### config.mk
export PLATFORM = sky130hd
export DESIGN_NAME = timing_phase_gen
export DESIGN_NICKNAME = d
export VERILOG_FILES = /design/src/rtl/timing_phase_gen.sv
export SDC_FILE = /design/constraint.sdc
export NUM_CORES = 1
export LEC_CHECK = 0
export ABC_CLOCK_PERIOD_IN_PS = 1450
export CAP_MARGIN = 25
export CORE_ASPECT_RATIO = 1.2
export CORE_MARGIN = 8
export CORE_UTILIZATION = 40
export DETAILED_ROUTE_END_ITERATION = 10
export GPL_ROUTABILITY_DRIVEN = 0
export HOLD_SLACK_MARGIN = 0.05
export PLACE_DENSITY = 0.76
export SLEW_MARGIN = 20
export SYNTH_ARGS = -nofsm -noshare
export SYNTH_HDL_FRONTEND = slang
export SYNTH_SLANG_ARGS = --single-unit
### constraint.sdc
create_clock -name SIM_CLK -period 1.45 [get_ports SIM_CLK]
set_clock_uncertainty 0.2 [all_clocks]
set_input_delay 0.2175 -clock SIM_CLK [delete_from_list [all_inputs] [get_ports SIM_CLK]]
set_output_delay 0.2175 -clock SIM_CLK [all_outputs]
set_load 0.1 [all_outputs]
### src/rtl/timing_phase_gen.sv
// rtl/timing_phase_gen.sv - W/X/Y/Z phase-clock drive generator with bit-time counter.
// Optional sequencing checker enabled by defining TIMING_CHECK_EN.
module timing_phase_gen #(
  parameter int DIV_CYCLES     = 4,
  parameter int GAP_CYCLES     = 1,
  parameter int BITS_PER_CYCLE = 14,
  parameter int BIT_W          = 4
) (
  input  logic             SIM_CLK,
  input  logic             SIM_RST,
  input  logic             RUN,
  input  logic             STEP,
  output logic             WDA,
  output logic             XDA,
  output logic             YDA,
  output logic             ZDA,
  output logic [1:0]       PHASE,
  output logic [BIT_W-1:0] BIT_TIME,
  output logic             CYCLE_END,
  output logic             HALTED,
  output logic             TIMING_ERR
);

  localparam int SUB_W = (DIV_CYCLES > 2) ? $clog2(DIV_CYCLES) : 1;
  localparam logic [SUB_W-1:0] SUB_LAST = SUB_W'(DIV_CYCLES - 1);
  localparam logic [SUB_W-1:0] SUB_GAP  = SUB_W'(GAP_CYCLES);
  localparam logic [BIT_W-1:0] BIT_LAST = BIT_W'(BITS_PER_CYCLE - 1);

  localparam logic [1:0] MODE_HALT = 2'd0;
  localparam logic [1:0] MODE_RUN  = 2'd1;
  localparam logic [1:0] MODE_STEP = 2'd2;

  logic [1:0]       mode, mode_nx;
  logic [SUB_W-1:0] sub, sub_nx;
  logic [1:0]       phase_nx;
  logic [BIT_W-1:0] bit_nx;
  logic             wrap;
  logic [3:0]       da_nx;

  always_comb begin
    mode_nx  = mode;
    sub_nx   = sub;
    phase_nx = PHASE;
    bit_nx   = BIT_TIME;
    wrap     = 1'b0;
    case (mode)
      MODE_HALT: begin
        sub_nx   = '0;
        phase_nx = 2'd0;
        if (RUN)       mode_nx = MODE_RUN;
        else if (STEP) mode_nx = MODE_STEP;
      end
      default: begin
        if (sub == SUB_LAST) begin
          sub_nx   = '0;
          phase_nx = PHASE + 2'd1;
        end else begin
          sub_nx = sub + 1'b1;
        end
        // RUN only matters here, so a bit time is never cut short
        if (PHASE == 2'd3 && sub == SUB_LAST) begin
          wrap   = (BIT_TIME == BIT_LAST);
          bit_nx = wrap ? '0 : BIT_TIME + 1'b1;
          if (mode == MODE_STEP || !RUN) mode_nx = MODE_HALT;
        end
      end
    endcase
    // Drives are decoded from next state so they stay registered yet aligned
    da_nx = 4'b0000;
    if (mode_nx != MODE_HALT && sub_nx >= SUB_GAP) da_nx[phase_nx] = 1'b1;
  end

  always_ff @(posedge SIM_CLK or negedge SIM_RST) begin
    if (!SIM_RST) begin
      mode                   <= MODE_HALT;
      sub                    <= '0;
      PHASE                  <= 2'd0;
      BIT_TIME               <= '0;
      {ZDA, YDA, XDA, WDA}   <= 4'b0000;
      CYCLE_END              <= 1'b0;
      HALTED                 <= 1'b1;
    end else begin
      mode                   <= mode_nx;
      sub                    <= sub_nx;
      PHASE                  <= phase_nx;
      BIT_TIME               <= bit_nx;
      {ZDA, YDA, XDA, WDA}   <= da_nx;
      CYCLE_END              <= wrap;
      HALTED                 <= (mode_nx == MODE_HALT);
    end
  end

`ifdef TIMING_CHECK_EN
  logic [3:0] da_q;
  logic [3:0] last_da;

  assign da_q = {ZDA, YDA, XDA, WDA};

  // last_da starts at Z so that W is the only legal first drive
  always_ff @(posedge SIM_CLK or negedge SIM_RST) begin
    if (!SIM_RST) begin
      TIMING_ERR <= 1'b0;
      last_da    <= 4'b1000;
    end else begin
      if (($countones(da_q) > 1) || (HALTED && da_q != 4'b0000) ||
          (da_q != 4'b0000 && da_q != last_da && da_q != {last_da[2:0], last_da[3]}))
        TIMING_ERR <= 1'b1;
      if (da_q != 4'b0000) last_da <= da_q;
    end
  end
`else
  assign TIMING_ERR = 1'b0;
`endif

endmodule

* Yosys cells after proc, flatten, opt, wreduce, memory -nomap -nowiden
Cells that the tools add are included.
Storage, ports and cells: register bits 16, input port bits 4, output and inout port bits 13, word-level logic and storage cells 45
Cells by class: add/sub/neg operators 3, order comparisons 3, equal/unequal tests 4, muxes and demuxes 15, bitwise operators 1, reductions and logical operators 9
Operators by type and width (number):
- $mux 2 | 9
- $mux 4 | 2
- $eq 2x2->1 const B | 3
- $add 2x1->2 const B | 2
- $add 4x1->4 const B | 1
- $eq 4x4->1 const B | 1
- $ge 2x1->1 const B | 2
- $logic_not 2->1 | 2
- $logic_and 1x1->1 | 3
- $lt 2x3->1 const B | 1
- $mux 1 | 3
- $demux 1 s2 | 1
- $reduce_and 2->1 | 1
- $reduce_bool 2->1 | 1
- $logic_not 1->1 | 1
- $logic_or 1x1->1 | 1
- $not 1->1 | 1

* Logic depth before layout (Yosys ltp)
Gate-level depths: netlist (run 1).
depth after elaboration 8, mapped depth 5, mapped depth without buffers 4

* Worst setup path after synthesis (run 1)
No wires, ideal clock.
path type register to register, from reg PHASE[1], to reg BIT_TIME[3], library setup time 126 ps, data arrival time 1924 ps, required time 1124 ps, slack -800 ps, stages on the path, launching flop included 5, buffers on the path 0, clock period less this slack 2250 ps, cells stage by stage dfrtp_1 > ha_1 > o211a_1 > nand3_2 > mux2_4
Between the ends: word-level cells in the longest chain between the ends 3
RTL lines:
- from (decl) | line 17 | output logic [1:0] PHASE,
- from (signal assigned) | line 85 | PHASE <= phase_nx;
- $eq 2x2->1 | line 61 | if (PHASE == 2'd3 && sub == SUB_LAST) begin
- $logic_and 1x1->1 | line 61
- $reduce_and 2->1 (no line)
- to (signal assigned) | line 86 | BIT_TIME <= bit_nx;
- to (decl) | line 18 | output logic [BIT_W-1:0] BIT_TIME,
Every way passes these cells. A chain may end at the register's enable or synchronous reset.

* Worst setup path in the final report (run 1)
from reg PHASE[0], to reg BIT_TIME[3]
Same word-level chain as after synthesis.

==> qor.yml, run 1 <==
postSynthRegisterBits: 16
antenna_violations_before_repair: 0
detailedRoute.firstPassIterationCount: 4
final_cell_count_no_fill: 117
critical_path_required_ns: 1.43
layout-drive-gt1-share_pct: 45.92
max_clock_freq_mhz: 655.4
via_count_of_the_first_global_routing_pass: 671
number_of_cells_produced_by_synthesis: 70
tritoncts.num_buffers: 3
failed_checks: "negative setup slack"
netlist_area_um2: 743.2
maxUsedRoutingLayer: "met4"
fin_hold_ws_ns: 0.3499
m1WireLength_um: 693
die_h_um: 63.22
ctsLongestPathBuffers: 2
wl_met3_um: 131
grt_pass1_wl_um: 2946
count_of_pins_on_the_block_boundary: 17
seq_area_um2: 414.1
fin_crit_ns: 1.526
grt-ovfl-total: 0
place_area_um2: 1119
met2_length_um: 984
yosysSeqAreaShare_pct: 54.04
coreArea_um2: 1787
num-nets-final: 105
outcome: "complete, but fails checks"
place_hpwl_um: 1225
max_cap_violations: 0
slew_violations: 0
fin_area_um2: 1244
synth_nets: 76
worstPathMaxFanout: 4
path_class: "reg -> reg"
setup_slack_ns: -0.07570
nFillCells: 126
std_cell_rows: 17
rsz0062_at_grt: "true"
avgViaCountPerCell: 5.419
mostFrequentLayoutCell: "sky130_fd_sc_hd__buf_12"
cts.sink_count: 16
min-delay-path-class: "reg -> reg"
cts_max_level: 1
num_antenna_cells: 0
multi_input_comb_area_um2: 382.9
die_width_um: 55.35
die_area_um2: 3499
end_kind: "flip-flop"
cts.root.buffer_cell: "sky130_fd_sc_hd__clkbuf_4"
globalRouteTotalUtil_pct: 9.865
post-route-drc-count: 0
worstSetupStartpointType: "flip-flop"
maximum_number_of_pins_on_one_net_before_global_route_repair: 17
clkTransAtPathRegs_ns: 0.09
setup_violations: 5
initialDrtViolationCount: 8
via_count: 634
worst-endpoint-arrival_ns: 1.50
most-common-layout-cells: "sky130_fd_sc_hd__buf_12, sky130_fd_sc_hd__dfrtp_1, sky130_fd_sc_hd__nor2_1, sky130_fd_sc_hd__buf_4, sky130_fd_sc_hd__dfrtp_2"
drtAntennaViolNets: 0
cts_tree: "done"
synth_cell_types: 32
yosysWarnings: 0
clk-insertion-delay-late_ns: 0.28
area_delta_synth_final_pct: 67.34
synthesis.area_per_instance_um2: 10.62
wl_per_cell_um: 16.04
port-buffer-count: 15
period_share_pct: 105.2
hold_violations: 0
routed_wirelength_um: 1877
starting_density_pct: 41.60
dp_worst_setup_slack_ns: -0.1023
total_placed_cells_including_tap_cells: 110
reg2reg_setup_slack_ns: -0.08
## cells by family after synthesis
family	Yosys count	synth area share, %
multiplexers	2	3.366
flip-flops	16	54.04
XOR/XNOR	2	2.357
other	1	0.5046
AO/OA/AOI/OAI	18	15.99
buffers and inverters	6	3.703
adder cells (fa/ha/maj)	2	3.366
AND/OR/NAND/NOR	23	16.66
## worst max-delay path, cell delays in order (launching register included)
cell,delay [ns]
sky130_fd_sc_hd__dfrtp_4,0.52
sky130_fd_sc_hd__ha_4,0.19
sky130_fd_sc_hd__o211a_1,0.13
sky130_fd_sc_hd__nand3_2,0.10
sky130_fd_sc_hd__mux2_4,0.29
## repair_timing
action,4_1_cts,5_1_grt
gates resized for setup,6,12
pin swaps,4,5
endpoints found under the hold margin,15,0
setup endpoints to repair,12,11
hold buffers,1,0
buffers inserted,2,0
gates cloned,0,0
## layer usage
metal / vias up / GRT usage, %
met3: 9 / 3.407
met2: 28 / 17.56
met1: 293 / 9.942
li1: 304 / -
met4: 0 / 4.630
met5: - / 0
## cell usage after synthesis
cell type	count	area, µm²
sky130_fd_sc_hd__a211oi_1	1	7.510
sky130_fd_sc_hd__a21boi_0	1	7.510
sky130_fd_sc_hd__a21o_1	1	7.510
sky130_fd_sc_hd__a21oi_1	3	15.01
sky130_fd_sc_hd__a31oi_1	2	12.51
sky130_fd_sc_hd__buf_2	1	5.000
sky130_fd_sc_hd__buf_4	1	7.510
sky130_fd_sc_hd__clkbuf_1	1	3.750
sky130_fd_sc_hd__conb_1	1	3.750
sky130_fd_sc_hd__dfrtp_1	15	375.4
sky130_fd_sc_hd__dfstp_2	1	26.28
sky130_fd_sc_hd__ha_1	2	25.02
sky130_fd_sc_hd__inv_1	3	11.26
sky130_fd_sc_hd__mux2_4	1	15.01
sky130_fd_sc_hd__mux2i_1	1	10.01
sky130_fd_sc_hd__nand2_1	1	3.750
sky130_fd_sc_hd__nand2b_1	1	6.260
sky130_fd_sc_hd__nand3_1	1	5.000
sky130_fd_sc_hd__nand3_2	1	10.01
sky130_fd_sc_hd__nand3b_1	2	15.01
sky130_fd_sc_hd__nor2_1	9	33.78
sky130_fd_sc_hd__nor2b_1	2	12.51
sky130_fd_sc_hd__nor3_1	3	15.01
sky130_fd_sc_hd__nor3b_1	3	22.52
sky130_fd_sc_hd__o2111ai_1	1	8.760
sky130_fd_sc_hd__o211a_1	1	10.01
sky130_fd_sc_hd__o21ai_0	5	25.02
sky130_fd_sc_hd__o21bai_1	1	7.510
sky130_fd_sc_hd__o221ai_1	1	8.760
sky130_fd_sc_hd__o31a_1	1	8.760
sky130_fd_sc_hd__xnor2_1	1	8.760
sky130_fd_sc_hd__xor2_1	1	8.760
## state kept, by name, indices dropped and copies added (netlist names)
signal     flops
BIT_TIME       4
CYCLE_END      1
HALTED         1
PHASE          2
WDA            1
XDA            1
YDA            1
ZDA            1
mode           2
sub            2
## per-stage QoR
step	util, %	setup TNS [ns]
after floorplan	-	-1.325
after global placement	62.61	-0.2016
after detailed placement	62.61	-0.4499
after CTS	67.02	-0.1794
after global routing	69.61	-0.6042
final	69.61	-0.2461
## cell type report
class / count / area share [%]
clock buffer: 4 / 2.113
inverter: 3 / 0.9054
multi-input combinational: 48 / 30.78
sequential: 16 / 33.30
tap: 19 / 1.911
timing repair buffer: 27 / 30.99
## final timing paths
check                                     endpoint  depth (start not counted)                     from
setup / recovery           BIT_TIME[3]$_DFFE_PN0P_                          4       PHASE[0]$_DFF_PN0_
hold / removal             BIT_TIME[0]$_DFFE_PN0P_                          1  BIT_TIME[0]$_DFFE_PN0P_
setup reg to reg           BIT_TIME[3]$_DFFE_PN0P_                          4       PHASE[0]$_DFF_PN0_
hold reg to reg            BIT_TIME[0]$_DFFE_PN0P_                          1  BIT_TIME[0]$_DFFE_PN0P_
max in group asynchronous         HALTED$_DFF_PN1_                          3                  SIM_RST
min in group asynchronous  BIT_TIME[3]$_DFFE_PN0P_                          3                  SIM_RST
Power of run 1 is not shown: default switching activity piles up to over one toggle a cycle in this logic, so the estimate is an artifact.
==> run 2, diff against run 1 <==
--- a/config.mk
+++ b/config.mk
@@ -5,7 +5,7 @@
 export SDC_FILE = /design/constraint.sdc
 export NUM_CORES = 1
 export LEC_CHECK = 0
-export ABC_CLOCK_PERIOD_IN_PS = 1450
+export ABC_CLOCK_PERIOD_IN_PS = 1400
 export CAP_MARGIN = 25
 export CORE_ASPECT_RATIO = 1.2
 export CORE_MARGIN = 8
==> constraint.sdc (replaced) <==
create_clock -name SIM_CLK -period 1.4 [get_ports SIM_CLK]
set_clock_uncertainty 0.2 [all_clocks]
set_input_delay 0.21 -clock SIM_CLK [delete_from_list [all_inputs] [get_ports SIM_CLK]]
set_output_delay 0.21 -clock SIM_CLK [all_outputs]
set_load 0.1 [all_outputs]
==> run 2 against run 1 <==
Net effect: worst setup slack lost 0.042 ns; first-iteration DRC count rose by 100%; die area unchanged; routed wire length decreased by 8.3%; non-clock buffer count rose by 2; register-to-register slack worse by 0.04 ns; the run still ends with negative setup slack left; flip-flop and latch count stayed put; global-route usage is 0.59 points higher.
==> qor.yml, run 2 (synthesis gave the netlist of run 1 again) <==
worst-endpoint-arrival_ns: 1.51  # about the same
die_h_um: 63.22  # unchanged
coreArea_um2: 1787  # unchanged
routed_wirelength_um: 1721  # -8.3%
antenna_violations_before_repair: 0  # unchanged
die_area_um2: 3499  # unchanged
layout-drive-gt1-share_pct: 43.00  # -2.9 points
port-buffer-count: 15  # unchanged
fin_crit_ns: 1.518  # -0.008120 ns
place_hpwl_um: 1180  # -3.6%
clkTransAtPathRegs_ns: 0.09  # about the same
tritoncts.num_buffers: 3  # unchanged
clk-insertion-delay-late_ns: 0.29  # about the same
max_clock_freq_mhz: 658.9  # +0.54%
ctsLongestPathBuffers: 2  # unchanged
fin_area_um2: 1237  # -0.50%
failed_checks: "negative setup slack"
initialDrtViolationCount: 16  # +8
largest_register: "BIT_TIME"
cts.root.buffer_cell: "sky130_fd_sc_hd__clkbuf_4"
worstPathMaxFanout: 4  # unchanged
count_of_pins_on_the_block_boundary: 17  # unchanged
wl_per_cell_um: 14.46  # -9.9%
mostFrequentLayoutCell: "sky130_fd_sc_hd__buf_12"
num_antenna_cells: 0  # unchanged
worstSetupStartpointType: "flip-flop"
largest_register_ff_count: 4  # unchanged
setup-tns-final_ns: -0.4366  # -0.1905 ns
end_kind: "flip-flop"
die_width_um: 55.35  # unchanged
starting_density_pct: 41.60  # unchanged
post-route-drc-count: 0  # unchanged
globalRouteTotalUtil_pct: 10.46  # +0.59 points
via_count_of_the_first_global_routing_pass: 659  # -1.8%
detailedRoute.firstPassIterationCount: 6  # +2
place_area_um2: 1126  # +0.67%
outcome: "complete, but fails checks"
hold_violations: 0  # unchanged
maximum_number_of_pins_on_one_net_before_global_route_repair: 17  # unchanged
avgViaCountPerCell: 5.286  # -2.5%
drtAntennaViolNets: 0  # unchanged
std_cell_rows: 17  # unchanged
area_delta_synth_final_pct: 66.50
path_class: "reg -> reg"
setup_violations: 11  # +6
num-nets-final: 107  # +1.9%
most-common-layout-cells: "sky130_fd_sc_hd__buf_12, sky130_fd_sc_hd__dfrtp_1, sky130_fd_sc_hd__nor2_1, sky130_fd_sc_hd__buf_4, sky130_fd_sc_hd__buf_6"
rsz0062_at_grt: "true"
cts_max_level: 1  # unchanged
min-delay-path-class: "reg -> reg"
cts.sink_count: 16  # unchanged
slew_violations: 0  # unchanged
grt_pass1_wl_um: 3056  # +3.7%
grt-ovfl-total: 0  # unchanged
via_count: 629  # -0.79%
max_cap_violations: 0  # unchanged
critical_path_required_ns: 1.39  # -0.04 ns
period_share_pct: 108.4  # +3.2 points
setup_slack_ns: -0.1176  # -0.04188 ns
cts_tree: "done"
-- run 2: timing repair --
action	CTS	global route
buffers inserted	2	1
resized for setup	9	6
pin swaps	1	4
endpoints found under the hold margin	0	8
endpoints found under the setup margin	15	17
hold buffers	0	1
-- run 2: worst max-delay path, cell delays in order, from the launching register on --
cell,delay [ns]
sky130_fd_sc_hd__dfrtp_4,0.51
sky130_fd_sc_hd__ha_4,0.19
sky130_fd_sc_hd__o211a_1,0.13
sky130_fd_sc_hd__nand3_2,0.10
sky130_fd_sc_hd__mux2_4,0.29
-- run 2: path summary, 6_finish.rpt --
kind,start,endpoint,slack [ns],cells past startpoint
max in group asynchronous,SIM_RST,HALTED$_DFF_PN1_,0.18,3
min in group asynchronous,SIM_RST,BIT_TIME[3]$_DFFE_PN0P_,0.57,3
max reg2reg,PHASE[0]$_DFF_PN0_,BIT_TIME[3]$_DFFE_PN0P_,-0.12,4
min reg2reg,BIT_TIME[1]$_DFFE_PN0P_,CYCLE_END$_DFF_PN0_,0.34,1
min,BIT_TIME[1]$_DFFE_PN0P_,CYCLE_END$_DFF_PN0_,0.34,1
max,PHASE[0]$_DFF_PN0_,BIT_TIME[3]$_DFFE_PN0P_,-0.12,4
-- run 2: layout make-up --
type                       instances  area (µm²)
fill                             132       549.3
sequential                        16       412.9
timing repair buffer              29       400.4
multi-input combinational         48       362.8
clock buffer                       4       26.28
tap                               19       23.77
inverter                           3       11.26
-- run 2: stage by stage --
step	setup slack [ns]	utilization (%)	hold WS, ns	std cells
after floorplan	-0.3213	-	-0.2856	70
after global placement	-0.07192	63.03	0.3126	111
after detailed placement	-0.1255	63.03	0.3312	111
after CTS	-0.1068	66.88	0.05778	117
after global routing	-0.1502	69.26	0.3537	119
final	-0.1176	69.26	0.3420	119
-- run 2: layer usage --
metal / track usage [%] / vias up / wire length [µm]
li1: - / 308 / -
met1: 11.05 / 289 / 691
met2: 17.98 / 28 / 868
met3: 4.409 / 4 / 130
met4: 3.704 / 0 / 31
met5: 0 / - / 0
Power of run 2 is left out for the same reason.
